`src/rtl/int_alu_exec_pkg.sv`:
```
// Shared types for the integer ALU execution pipe.
// Holds datapath widths, operand-select and ALU opcode encodings, and the
// packed payloads carried by the S1 (operand) and S2 (result) registers.
package int_alu_exec_pkg;

    localparam int unsigned XLEN    = 32;
    localparam int unsigned ROB_IDX = 4;
    localparam int unsigned PRF_IDX = 6;
    localparam int unsigned ARF_IDX = 5;

    typedef enum logic [1:0] {
        OP1_RS1  = 2'd0,
        OP1_PC   = 2'd1,
        OP1_ZERO = 2'd2
    } op1_sel_t;

    typedef enum logic [1:0] {
        OP2_RS2  = 2'd0,
        OP2_IMM  = 2'd1,
        OP2_ZERO = 2'd2
    } op2_sel_t;

    typedef enum logic [3:0] {
        ALU_ADD  = 4'd0,
        ALU_SUB  = 4'd1,
        ALU_SLL  = 4'd2,
        ALU_SLT  = 4'd3,
        ALU_SLTU = 4'd4,
        ALU_XOR  = 4'd5,
        ALU_SRL  = 4'd6,
        ALU_SRA  = 4'd7,
        ALU_OR   = 4'd8,
        ALU_AND  = 4'd9
    } alu_op_t;

    // S1 payload: uop tags plus already-selected operands.
    // The opcode is kept as raw bits so undefined encodings survive to the ALU.
    typedef struct packed {
        logic [ROB_IDX-1:0] rob_id;
        logic [PRF_IDX-1:0] rd_phy;
        logic [ARF_IDX-1:0] rd_arch;
        logic [3:0]         alu_op;
        logic [XLEN-1:0]    op1;
        logic [XLEN-1:0]    op2;
    } fu_alu_reg_t;

    // S2 payload: what gets broadcast on the CDB slot.
    typedef struct packed {
        logic [ROB_IDX-1:0] rob_id;
        logic [PRF_IDX-1:0] rd_phy;
        logic [ARF_IDX-1:0] rd_arch;
        logic [XLEN-1:0]    value;
    } cdb_res_t;

endpackage

```
`src/rtl/int_alu_exec_if.sv`:
```
// Issue and CDB signal bundle between the reservation station / CDB arbiter
// (master) and the ALU execution pipe (slave).
//   in_*      : issued uop with PRF read data, in_ready back-pressure
//   cdb_*     : held result broadcast, cdb_grant from the arbiter
interface int_alu_exec_if;
    import int_alu_exec_pkg::*;

    logic               in_valid;
    logic               in_ready;
    logic [ROB_IDX-1:0] in_rob_id;
    logic [PRF_IDX-1:0] in_rd_phy;
    logic [ARF_IDX-1:0] in_rd_arch;
    logic [1:0]         in_op1_sel;
    logic [1:0]         in_op2_sel;
    logic [3:0]         in_fu_opcode;
    logic [XLEN-1:0]    in_imm;
    logic [XLEN-1:0]    in_pc;
    logic [XLEN-1:0]    in_rs1_value;
    logic [XLEN-1:0]    in_rs2_value;

    logic               cdb_valid;
    logic               cdb_grant;
    logic [ROB_IDX-1:0] cdb_rob_id;
    logic [PRF_IDX-1:0] cdb_rd_phy;
    logic [ARF_IDX-1:0] cdb_rd_arch;
    logic [XLEN-1:0]    cdb_rd_value;

    modport master (
        output in_valid, in_rob_id, in_rd_phy, in_rd_arch, in_op1_sel,
               in_op2_sel, in_fu_opcode, in_imm, in_pc, in_rs1_value,
               in_rs2_value, cdb_grant,
        input  in_ready, cdb_valid, cdb_rob_id, cdb_rd_phy, cdb_rd_arch,
               cdb_rd_value
    );

    modport slave (
        input  in_valid, in_rob_id, in_rd_phy, in_rd_arch, in_op1_sel,
               in_op2_sel, in_fu_opcode, in_imm, in_pc, in_rs1_value,
               in_rs2_value, cdb_grant,
        output in_ready, cdb_valid, cdb_rob_id, cdb_rd_phy, cdb_rd_arch,
               cdb_rd_value
    );

endinterface

```
`src/rtl/int_alu_exec_alu_core.sv`:
```
// Combinational integer ALU: (op1, op2, opcode) -> result.
//   i_op1, i_op2 : operands
//   i_alu_op     : opcode bits; encodings outside the defined set yield 0
//   o_result_c   : combinational result
module int_alu_exec_alu_core
    import int_alu_exec_pkg::*;
(
    input  logic [XLEN-1:0] i_op1,
    input  logic [XLEN-1:0] i_op2,
    input  logic [3:0]      i_alu_op,
    output logic [XLEN-1:0] o_result_c
);

    logic [4:0] w_shamt;

    assign w_shamt = i_op2[4:0];

    always_comb begin
        o_result_c = '0;
        case (i_alu_op)
            ALU_ADD:  o_result_c = i_op1 + i_op2;
            ALU_SUB:  o_result_c = i_op1 - i_op2;
            ALU_SLL:  o_result_c = i_op1 << w_shamt;
            ALU_SLT:  o_result_c = XLEN'($signed(i_op1) < $signed(i_op2));
            ALU_SLTU: o_result_c = XLEN'(i_op1 < i_op2);
            ALU_XOR:  o_result_c = i_op1 ^ i_op2;
            ALU_SRL:  o_result_c = i_op1 >> w_shamt;
            ALU_SRA:  o_result_c = XLEN'($signed(i_op1) >>> w_shamt);
            ALU_OR:   o_result_c = i_op1 | i_op2;
            ALU_AND:  o_result_c = i_op1 & i_op2;
            default:  o_result_c = '0;
        endcase
    end

endmodule

```
`src/rtl/int_alu_exec.sv`:
```
// Two-stage integer ALU execution pipe between the reservation station and
// a CDB slot. S1 registers the uop with selected operands, S2 registers the
// ALU result and holds it on the CDB until granted.
//   clk, rst : clock, synchronous active-high reset
//   bus      : issue handshake in, CDB broadcast out (slave side)
module int_alu_exec
    import int_alu_exec_pkg::*;
(
    input  logic           clk,
    input  logic           rst,
    int_alu_exec_if.slave  bus
);

    fu_alu_reg_t     r_s1;
    logic            r_s1_valid;
    cdb_res_t        r_s2;
    logic            r_s2_valid;

    fu_alu_reg_t     w_s1_next;
    logic            w_s2_adv;
    logic            w_s1_adv;
    logic            w_accept;
    logic [XLEN-1:0] w_alu_result;
    logic [XLEN-1:0] w_s2_value;

    // Stage advance chain: a stage may move when it is empty or its consumer moves.
    assign w_s2_adv = !r_s2_valid || bus.cdb_grant;
    assign w_s1_adv = !r_s1_valid || w_s2_adv;
    assign w_accept = bus.in_valid && w_s1_adv;

    assign bus.in_ready     = w_s1_adv;
    assign bus.cdb_valid    = r_s2_valid;
    assign bus.cdb_rob_id   = r_s2.rob_id;
    assign bus.cdb_rd_phy   = r_s2.rd_phy;
    assign bus.cdb_rd_arch  = r_s2.rd_arch;
    assign bus.cdb_rd_value = r_s2.value;

    // Operand selection for the incoming uop.
    always_comb begin
        w_s1_next         = '0;
        w_s1_next.rob_id  = bus.in_rob_id;
        w_s1_next.rd_phy  = bus.in_rd_phy;
        w_s1_next.rd_arch = bus.in_rd_arch;
        w_s1_next.alu_op  = bus.in_fu_opcode;
        case (bus.in_op1_sel)
            OP1_RS1: w_s1_next.op1 = bus.in_rs1_value;
            OP1_PC:  w_s1_next.op1 = bus.in_pc;
            default: w_s1_next.op1 = '0;
        endcase
        case (bus.in_op2_sel)
            OP2_RS2: w_s1_next.op2 = bus.in_rs2_value;
            OP2_IMM: w_s1_next.op2 = bus.in_imm;
            default: w_s1_next.op2 = '0;
        endcase
    end

    int_alu_exec_alu_core u_alu_core (
        .i_op1      (r_s1.op1),
        .i_op2      (r_s1.op2),
        .i_alu_op   (r_s1.alu_op),
        .o_result_c (w_alu_result)
    );

    // x0 writes still complete through the CDB so the ROB retires them.
    assign w_s2_value = (r_s1.rd_arch == '0) ? '0 : w_alu_result;

    // Pipeline registers.
    always_ff @(posedge clk) begin
        if (rst) begin
            r_s1       <= '0;
            r_s1_valid <= 1'b0;
            r_s2       <= '0;
            r_s2_valid <= 1'b0;
        end else begin
            if (w_s1_adv) begin
                r_s1_valid <= w_accept;
                if (w_accept) begin
                    r_s1 <= w_s1_next;
                end
            end
            if (w_s2_adv) begin
                r_s2_valid <= r_s1_valid;
                if (r_s1_valid) begin
                    r_s2.rob_id  <= r_s1.rob_id;
                    r_s2.rd_phy  <= r_s1.rd_phy;
                    r_s2.rd_arch <= r_s1.rd_arch;
                    r_s2.value   <= w_s2_value;
                end
            end
        end
    end

endmodule
```
`src/flat_wrapper.sv`:
```
// flat-port wrapper written by rule: the top's interface ports become plain ports
module int_alu_exec_flat import int_alu_exec_pkg::*;
  (clk, rst, bus_in_valid, bus_in_rob_id, bus_in_rd_phy, bus_in_rd_arch, bus_in_op1_sel, bus_in_op2_sel, bus_in_fu_opcode, bus_in_imm, bus_in_pc, bus_in_rs1_value, bus_in_rs2_value, bus_cdb_grant, bus_in_ready, bus_cdb_valid, bus_cdb_rob_id, bus_cdb_rd_phy, bus_cdb_rd_arch, bus_cdb_rd_value);
  int_alu_exec_if bus_i ();
  input  logic clk;
  input  logic rst;
  input wire logic [$bits(bus_i.in_valid)-1:0] bus_in_valid;
  input wire logic [$bits(bus_i.in_rob_id)-1:0] bus_in_rob_id;
  input wire logic [$bits(bus_i.in_rd_phy)-1:0] bus_in_rd_phy;
  input wire logic [$bits(bus_i.in_rd_arch)-1:0] bus_in_rd_arch;
  input wire logic [$bits(bus_i.in_op1_sel)-1:0] bus_in_op1_sel;
  input wire logic [$bits(bus_i.in_op2_sel)-1:0] bus_in_op2_sel;
  input wire logic [$bits(bus_i.in_fu_opcode)-1:0] bus_in_fu_opcode;
  input wire logic [$bits(bus_i.in_imm)-1:0] bus_in_imm;
  input wire logic [$bits(bus_i.in_pc)-1:0] bus_in_pc;
  input wire logic [$bits(bus_i.in_rs1_value)-1:0] bus_in_rs1_value;
  input wire logic [$bits(bus_i.in_rs2_value)-1:0] bus_in_rs2_value;
  input wire logic [$bits(bus_i.cdb_grant)-1:0] bus_cdb_grant;
  output wire logic [$bits(bus_i.in_ready)-1:0] bus_in_ready;
  output wire logic [$bits(bus_i.cdb_valid)-1:0] bus_cdb_valid;
  output wire logic [$bits(bus_i.cdb_rob_id)-1:0] bus_cdb_rob_id;
  output wire logic [$bits(bus_i.cdb_rd_phy)-1:0] bus_cdb_rd_phy;
  output wire logic [$bits(bus_i.cdb_rd_arch)-1:0] bus_cdb_rd_arch;
  output wire logic [$bits(bus_i.cdb_rd_value)-1:0] bus_cdb_rd_value;
  assign bus_i.in_valid = bus_in_valid;
  assign bus_i.in_rob_id = bus_in_rob_id;
  assign bus_i.in_rd_phy = bus_in_rd_phy;
  assign bus_i.in_rd_arch = bus_in_rd_arch;
  assign bus_i.in_op1_sel = bus_in_op1_sel;
  assign bus_i.in_op2_sel = bus_in_op2_sel;
  assign bus_i.in_fu_opcode = bus_in_fu_opcode;
  assign bus_i.in_imm = bus_in_imm;
  assign bus_i.in_pc = bus_in_pc;
  assign bus_i.in_rs1_value = bus_in_rs1_value;
  assign bus_i.in_rs2_value = bus_in_rs2_value;
  assign bus_i.cdb_grant = bus_cdb_grant;
  assign bus_in_ready = bus_i.in_ready;
  assign bus_cdb_valid = bus_i.cdb_valid;
  assign bus_cdb_rob_id = bus_i.cdb_rob_id;
  assign bus_cdb_rd_phy = bus_i.cdb_rd_phy;
  assign bus_cdb_rd_arch = bus_i.cdb_rd_arch;
  assign bus_cdb_rd_value = bus_i.cdb_rd_value;
  int_alu_exec u_core (.clk(clk), .rst(rst), .bus(bus_i));
endmodule
```
`config.mk`:
```
export PLATFORM = sky130hd
export DESIGN_NAME = int_alu_exec_flat
export DESIGN_NICKNAME = d
export VERILOG_FILES = /design/src/rtl/int_alu_exec_pkg.sv /design/src/rtl/int_alu_exec_if.sv /design/src/rtl/int_alu_exec_alu_core.sv /design/src/rtl/int_alu_exec.sv /design/src/flat_wrapper.sv
export SDC_FILE = /design/constraint.sdc
export NUM_CORES = 1
export LEC_CHECK = 0
export ABC_AREA = 1
export BUFFER_PORTS_ARGS = -buffer_cell sky130_fd_sc_hd__buf_2
export CAP_MARGIN = 20
export CORE_MARGIN = 4
export CORE_UTILIZATION = 47
export CTS_CLUSTER_DIAMETER = 200
export DETAILED_ROUTE_END_ITERATION = 8
export GPL_TIMING_DRIVEN = 0
export PLACE_DENSITY = 0.74
export SLEW_MARGIN = 0
export SYNTH_ARGS = -nofsm -noshare
export SYNTH_HDL_FRONTEND = slang
export SYNTH_SLANG_ARGS = --single-unit
export TNS_END_PERCENT = 10
```
`constraint.sdc`:
```
create_clock -name clk -period 3.1 [get_ports clk]
set_input_delay 0.465 -clock clk [delete_from_list [all_inputs] [get_ports clk]]
set_output_delay 0.465 -clock clk [all_outputs]
set_load 0.005 [all_outputs]
```
==> After elaboration in Yosys (flattened, before gate mapping) <==
Index checks and enable logic that the tools add are counted.
{ "word_totals": {"n_memories": 0, "reg_bits": 132, "mem_bits_ro": 0, "elab_cells": 48, "ram_bits": 0, "out_inout_bits": 49, "latchBits": 0, "inputBits": 155} }
{ "classes": {"add_sub_neg": 2, "eq_ne": 11, "n_bitwise": 3, "multipliers": 0, "magnitude_cmp": 2, "mux": 4, "reduce_logical": 11, "n_shift": 3, "div_mod_pow": 0} }
{ "op_table": {"columns": ["cell", "count"], "rows": [
  ["$pmux W32 S10", 1],
  ["$pmux W32 S2", 2],
  ["$lt A32 B32 Y1", 2],
  ["$add A32 B32 Y32", 1],
  ["$and A32 B32 Y32", 1],
  ["$mux W32", 1],
  ["$or A32 B32 Y32", 1],
  ["$shl A32 B5 Y32", 1],
  ["$shr A32 B5 Y32", 1],
  ["$sshr A32 B5 Y32", 1],
  ["$sub A32 B32 Y32", 1],
  ["$xor A32 B32 Y32", 1],
  ["$eq A4 B3 Y1 const B", 4],
  ["$eq A4 B2 Y1 const B", 2],
  ["$eq A4 B4 Y1 const B", 2],
  ["$logic_not A5 Y1", 1],
  ["$eq A2 B1 Y1 const B", 2],
  ["$eq A4 B1 Y1 const B", 1],
  ["$logic_not A2 Y1", 2],
  ["$logic_not A4 Y1", 1],
  ["$reduce_and A2 Y1", 2],
  ["$logic_not A1 Y1", 2],
  ["$logic_or A1 B1 Y1", 2],
  ["$logic_and A1 B1 Y1", 1]
]} }

==> Longest topological paths before layout <==
{ "logic_depth": {"depth_word": 5, "depth_mapped": 21, "mapped_depth_nobuf": 18} }

==> Hierarchy <==
From an unflattened synthesis, not the netlist that was laid out.
{ "unflattened": {"hier_cells": 3066, "area_unflattened_um2": 16149.2} }
{ "by_module_without_submodules": {"columns": ["mod", "seq_area_each_um2", "cells_each", "instances", "area_per_inst_um2"], "rows": [
  ["int_alu_exec_alu_core", 0.0, 2063, 1, 10037.1],
  ["int_alu_exec", 2642.5, 1003, 1, 6112.1]
]} }

==> Worst setup path before layout <==
No wires, ideal clock.
{ "synth_path": {"path_type": "register -> register", "start": "register u_core.r_s1[4] in the netlist's numbering", "end": "register u_core.r_s2, in the netlist u_core.bus.cdb_rd_value[0]", "path_stages_with_launch": 18, "slack_ps": 588, "setup_time_ps": 132, "required_time_ps": 2968, "n_path_buf": 3, "synth_period_minus_slack_ps": 2512, "t_arrival_ps": 2380, "path_cell_list": "dfxtp_1 -> buf_2 -> clkinv_1 -> clkbuf_1 -> ha_1 -> buf_2 -> nor2_1 -> nand2_1 -> o21ai_2 -> nand2_1 -> nand2_1 -> nand2_1 -> nand2_1 -> nor2_1 -> nor2_1 -> nand2_1 -> nand2_1 -> a21oi_1"} }
{ "synth_via": {"elab_chain_cells": 3, "elab_cells_between_ends": 7, "classes_between": "2 x order compare; 3 x shift; 2 x mux"} }
{ "synth_lines": {"columns": ["element", "line", "rtl"], "rows": [
  ["from (decl)", "int_alu_exec.sv:14", "fu_alu_reg_t r_s1;"],
  ["from (signal assigned)", "int_alu_exec.sv:78", "r_s1 <= w_s1_next;"],
  ["$lt A32 B32 Y1 (tied with other cells)", "int_alu_exec_alu_core.sv:25", "ALU_SLTU: o_result_c = XLEN'(i_op1 < i_op2);"],
  ["$pmux W32 S10 *", "int_alu_exec_alu_core.sv:20", "case (i_alu_op)"],
  ["$mux W32 *", "int_alu_exec.sv:65", "assign w_s2_value = (r_s1.rd_arch == '0) ? '0 : w_alu_result;"],
  ["to (decl)", "int_alu_exec.sv:16", "cdb_res_t r_s2;"]
]} }
Every way passes the cells marked *; elsewhere a longest branch is shown, timed or not.
A chain may end at the register's enable or synchronous reset.

==> Worst setup path in the final report <==
{ "layout_path": {"start": "register u_core.r_s1[3] in the netlist's numbering", "end": "register u_core.r_s2, in the netlist u_core.bus.cdb_rd_value[16]"} }
{ "layout_via": {"elab_chain_cells": 3, "elab_cells_between_ends": 7, "classes_between": "2 x add/sub; 3 x shift; 2 x mux"} }
{ "layout_lines": {"columns": ["element", "line", "rtl"], "rows": [
  ["$sub A32 B32 Y32 (tied with other cells)", "int_alu_exec_alu_core.sv:22", "ALU_SUB: o_result_c = i_op1 - i_op2;"],
  ["$pmux W32 S10 *", "int_alu_exec_alu_core.sv:20", null],
  ["$mux W32 *", "int_alu_exec.sv:65", null]
]} }
Marked as above.

==> impl_metrics.ini <==
[outcome]
outcome = complete, but fails checks
violations = design-rule violations, negative setup slack

[finish]
flow.area_growth_from_synthesis_pct = 15.11
design.final.nets = 3254
antenna_cells = 0
layout-drive-gt1-share_pct = 12.33
layout.cells.most_common = sky130_fd_sc_hd__nand2_1
layout.filler_cells = 3357
number_of_non_filler_instances_in_the_completed_layout = 3452
final_core_utilization_pct = 54.91
final_cell_mix = sky130_fd_sc_hd__nand2_1 (852), sky130_fd_sc_hd__nand3_1 (415), sky130_fd_sc_hd__inv_1 (369)

[power]
power.share.switching_pct = 45.26
combPwrFrac_pct = 43.3
power.density_cell_area_mw_per_mm2 = 400.3
power.net_switching_mw = 3.236
cellLeakagePower_nw = 9.200
clock_power_share_pct = 29.5
power_report.internal_total_mw = 3.915
seqPwrFrac_pct = 27.2
power.ir.vdd_worst_mv = 0.4099

[placement]
port_buffers = 200
numPlacedInstances = 3421
dp.final_hpwl_um = 70560
routabilityCongestion = 1.098

[route]
routed-via-count = 21406
iter_0_drt_violations = 3299
routed_via_density = 6.201
antenna_left = 0
route.detailed.wl_per_inst_um = 25.18
first_pass_iters = 9
finalWirelength_um = 86910
met3WireLength_um = 13050
metal2_wl_um = 33980
drt-met1-wl_um = 33610
highest-signal-layer = met5
route.detailed.drc = 4

[global_routing]
grt_first_pass_wirelength_um = 123800
globalRouteOverflowTotal = 0
grt_pass1_vias = 19600
grt_use_total_pct = 46.09
grt_max_degree = 20
antenna_found_initial = 2

[min_path]
path_category_of_the_worst_min_delay_check = in2reg
whs_path_depth = 3

[floorplan]
floorplan.die_area_sq_mm = 0.03600
starting_density_of_the_core_pct = 47.70
ioPinCount = 204
fp.dieW_um = 189.7
std_cell_core_area_sq_mm = 0.03254
floorplan.die.height_um = 189.7
core.rowCount = 66

[critical_path]
critPathTopFamily = simple AND/OR/NAND/NOR gates
critPathCaptureType = register
crit_path_frequent_cell = sky130_fd_sc_hd__nand2_1
timing.critical_path.buf_inv = 3
crit_required_ns = 3.41
crit_type = reg2reg
r2r.worst_path.cells = 14
path_depth = 14
critical_path.slowest_cell = sky130_fd_sc_hd__dfxtp_1
crit_path_max_cell_delay_ns = 0.48
cp_max_fo = 19
worst_setup_path_start_kind = register
crit_path_cell_trace = buf_6, inv_4, ha_1, clkbuf_2, nand2_1, nand3_1, a21oi_1, nor2_1, o21ai_0, o21ai_0, nand2_1, nand3_1, nand2_1, a21oi_1
cp_data_arrival_time_ns = 3.46

[clock_network]
ctsHtreeMaxLevel = 4
clk_transition_reported_paths_ns = 0.06
cts_buffer_depth = 2
number_of_buffers_added_by_the_clock_tree_synthesis_step = 17
clk_root_buffer_cell = sky130_fd_sc_hd__clkbuf_16
tritoncts_clock_tree = built
cts_hold_buf = 0
cts_sinks = 132
clk_latency_ns = 0.46

[logic_synthesis]
syn-num-nets = 3036
number_of_synthesized_flops_with_an_enable_pin = 0
netlist_area_sq_mm = 0.01552
synthFlopType = sky130_fd_sc_hd__dfxtp_1
synth.yosys.warnings = 0
yosysSeqAreaShare_pct = 17.03
post_synth_inst_count = 2779
synth_seq_cells = 132
avgSynthCellArea_sq_um = 5.585
netlist-cell-type-count = 46
synthArstFlopShare_pct = 0

[timing]
slew_headroom_pct = 35.72
final-setup-viol-count = 1
rsz0062_at_grt = no
measured_slew_at_the_worst_slew_check_pin_ns = 0.9642
fin_ws_ns = -0.04555
final_max_slew_viol_count = 0
timing_hold_violations_final = 0
min_period_over_period_pct = 101.5
final_period_minus_worst_setup_slack_ns = 3.146
timing.clock.skew_ns = 0.01725
max_freq_mhz = 317.9

[job]
max_cap_viol_count = 0
==> power groups by stage <==
stage	Clock (mW)	Sequential [mW]	Combinational [mW]
CTS	2.09	1.93	2.89
finish	2.11	1.95	3.09
floorplan	0	1.90	1.78
global placement	0	1.96	2.82
detailed placement	0	1.96	2.84
global route	2.17	1.94	3.26
==> registers in the layout (all words and copies together), names as in the netlist <==
signal                   cells
u_core.bus.cdb_rd_arch       5
u_core.bus.cdb_valid         1
u_core.r_s1                 83
u_core.r_s1_valid            1
u_core.bus.cdb_rd_value     32
u_core.bus.cdb_rob_id        4
u_core.bus.cdb_rd_phy        6
==> logic make-up (layout without fill, tap and decap cells) <==
| family | after synthesis | in the layout | share of synthesized area, % |
|---|---|---|---|
| muxes | 1 | 1 | 0.07255 |
| AOI/OAI and AO/OA | 393 | 393 | 16.32 |
| adders and majority gates | 102 | 102 | 8.319 |
| DFF | 132 | 132 | 17.03 |
| and+or+nand+nor | 1607 | 1607 | 44.16 |
| buffers and inverters | 544 | 775 | 14.10 |
==> final cells by class <==
class | instances | area, sq um | share of cell area, %
tap | 442 | 553.0 | 3.095
multi-input combinational | 2103 | 10780 | 60.34
buffer | 157 | 799.5 | 4.475
clock inverter | 12 | 142.6 | 0.7984
inverter | 385 | 1461 | 8.180
timing repair buffer | 201 | 1008 | 5.645
clock buffer | 20 | 466.7 | 2.612
sequential | 132 | 2654 | 14.85
==> synth_stat cells (2+ instances only) <==
| cell type | count | area, sq um |
|---|---|---|
| sky130_fd_sc_hd__nor2_1 | 232 | 870.8 |
| sky130_fd_sc_hd__a21oi_1 | 120 | 600.6 |
| sky130_fd_sc_hd__inv_2 | 9 | 33.78 |
| sky130_fd_sc_hd__clkbuf_1 | 77 | 289.0 |
| sky130_fd_sc_hd__o221ai_1 | 2 | 17.52 |
| sky130_fd_sc_hd__nor2_2 | 4 | 25.02 |
| sky130_fd_sc_hd__buf_2 | 56 | 280.3 |
| sky130_fd_sc_hd__a311oi_1 | 63 | 551.8 |
| sky130_fd_sc_hd__clkinv_1 | 2 | 7.510 |
| sky130_fd_sc_hd__o21ai_1 | 13 | 65.06 |
| sky130_fd_sc_hd__inv_4 | 2 | 12.51 |
| sky130_fd_sc_hd__nand2_1 | 855 | 3209 |
| sky130_fd_sc_hd__o22ai_1 | 20 | 125.1 |
| sky130_fd_sc_hd__buf_6 | 4 | 45.04 |
| sky130_fd_sc_hd__nor3b_1 | 2 | 15.01 |
| sky130_fd_sc_hd__o21bai_1 | 9 | 67.56 |
| sky130_fd_sc_hd__o21ai_0 | 52 | 260.3 |
| sky130_fd_sc_hd__clkbuf_2 | 3 | 15.01 |
| sky130_fd_sc_hd__fa_1 | 2 | 40.04 |
| sky130_fd_sc_hd__a31oi_1 | 10 | 62.56 |
| sky130_fd_sc_hd__nand2_4 | 4 | 45.04 |
| sky130_fd_sc_hd__a211oi_1 | 79 | 593.1 |
| sky130_fd_sc_hd__nor3_1 | 21 | 105.1 |
| sky130_fd_sc_hd__nand3b_1 | 5 | 37.54 |
| sky130_fd_sc_hd__nand4_1 | 31 | 193.9 |
| sky130_fd_sc_hd__buf_4 | 10 | 75.07 |
| sky130_fd_sc_hd__nor2_4 | 4 | 45.04 |
| sky130_fd_sc_hd__nor4_1 | 3 | 18.77 |
| sky130_fd_sc_hd__nand3_1 | 418 | 2092 |
| sky130_fd_sc_hd__or2_2 | 5 | 31.28 |
| sky130_fd_sc_hd__buf_1 | 9 | 33.78 |
| sky130_fd_sc_hd__and3_1 | 2 | 12.51 |
| sky130_fd_sc_hd__and2_1 | 16 | 100.1 |
| sky130_fd_sc_hd__ha_1 | 100 | 1251 |
| sky130_fd_sc_hd__inv_1 | 372 | 1396 |
| sky130_fd_sc_hd__o211ai_1 | 22 | 165.2 |
| sky130_fd_sc_hd__dfxtp_1 | 132 | 2643 |
==> path summary, 6_finish.rpt <==
| kind | from | to | slack (ns) |
|---|---|---|---|
| min reg2reg | u_core.r_s1[79]$_SDFFE_PP0P_ | u_core.bus.cdb_rob_id[0]$_SDFFE_PP0P_ | 0.47 |
| max | u_core.r_s1[3]$_SDFFE_PP0P_ | u_core.bus.cdb_rd_value[16]$_SDFFE_PP0P_ | -0.05 |
| max reg2reg | u_core.r_s1[3]$_SDFFE_PP0P_ | u_core.bus.cdb_rd_value[16]$_SDFFE_PP0P_ | -0.05 |
| min | bus_in_rd_phy[5] | u_core.r_s1[78]$_SDFFE_PP0P_ | 0.26 |
==> layer usage <==
metal  up-vias  GRT usage, %
met5         -             0
met4         2         25.65
met3       327         15.21
met2      1752         64.78
met1      9791         61.87
li1       9534             -
==> per-stage QoR <==
step	TNS, ns	cell area (sq um)	hold slack (ns)	worst slack, ns	total power [mW]
final	-0.04555	17870	0.2624	-0.04555	7.151
after global routing	0	17870	0.2815	0.001426	7.378
after CTS	-0.05680	17750	0.2599	-0.05680	6.911
after detailed placement	-15.06	17080	0.4540	-0.6615	4.807
after global placement	-14.71	17080	0.4477	-0.6479	4.772
after floorplan	0	15520	0.4410	0.5881	3.683
==> worst min-delay path: stages <==
cell                      delay (ns)
sky130_fd_sc_hd__buf_2          0.10
sky130_fd_sc_hd__nand2_1        0.05
sky130_fd_sc_hd__a21oi_1        0.05
==> timing repair <==
action	CTS	global route
hold endpoints to repair	0	0
buffers inserted	0	1
setup endpoints to repair	32	27
gates resized for setup	28	37
pin swaps	1	3
(Power assumes the default switching activity.)
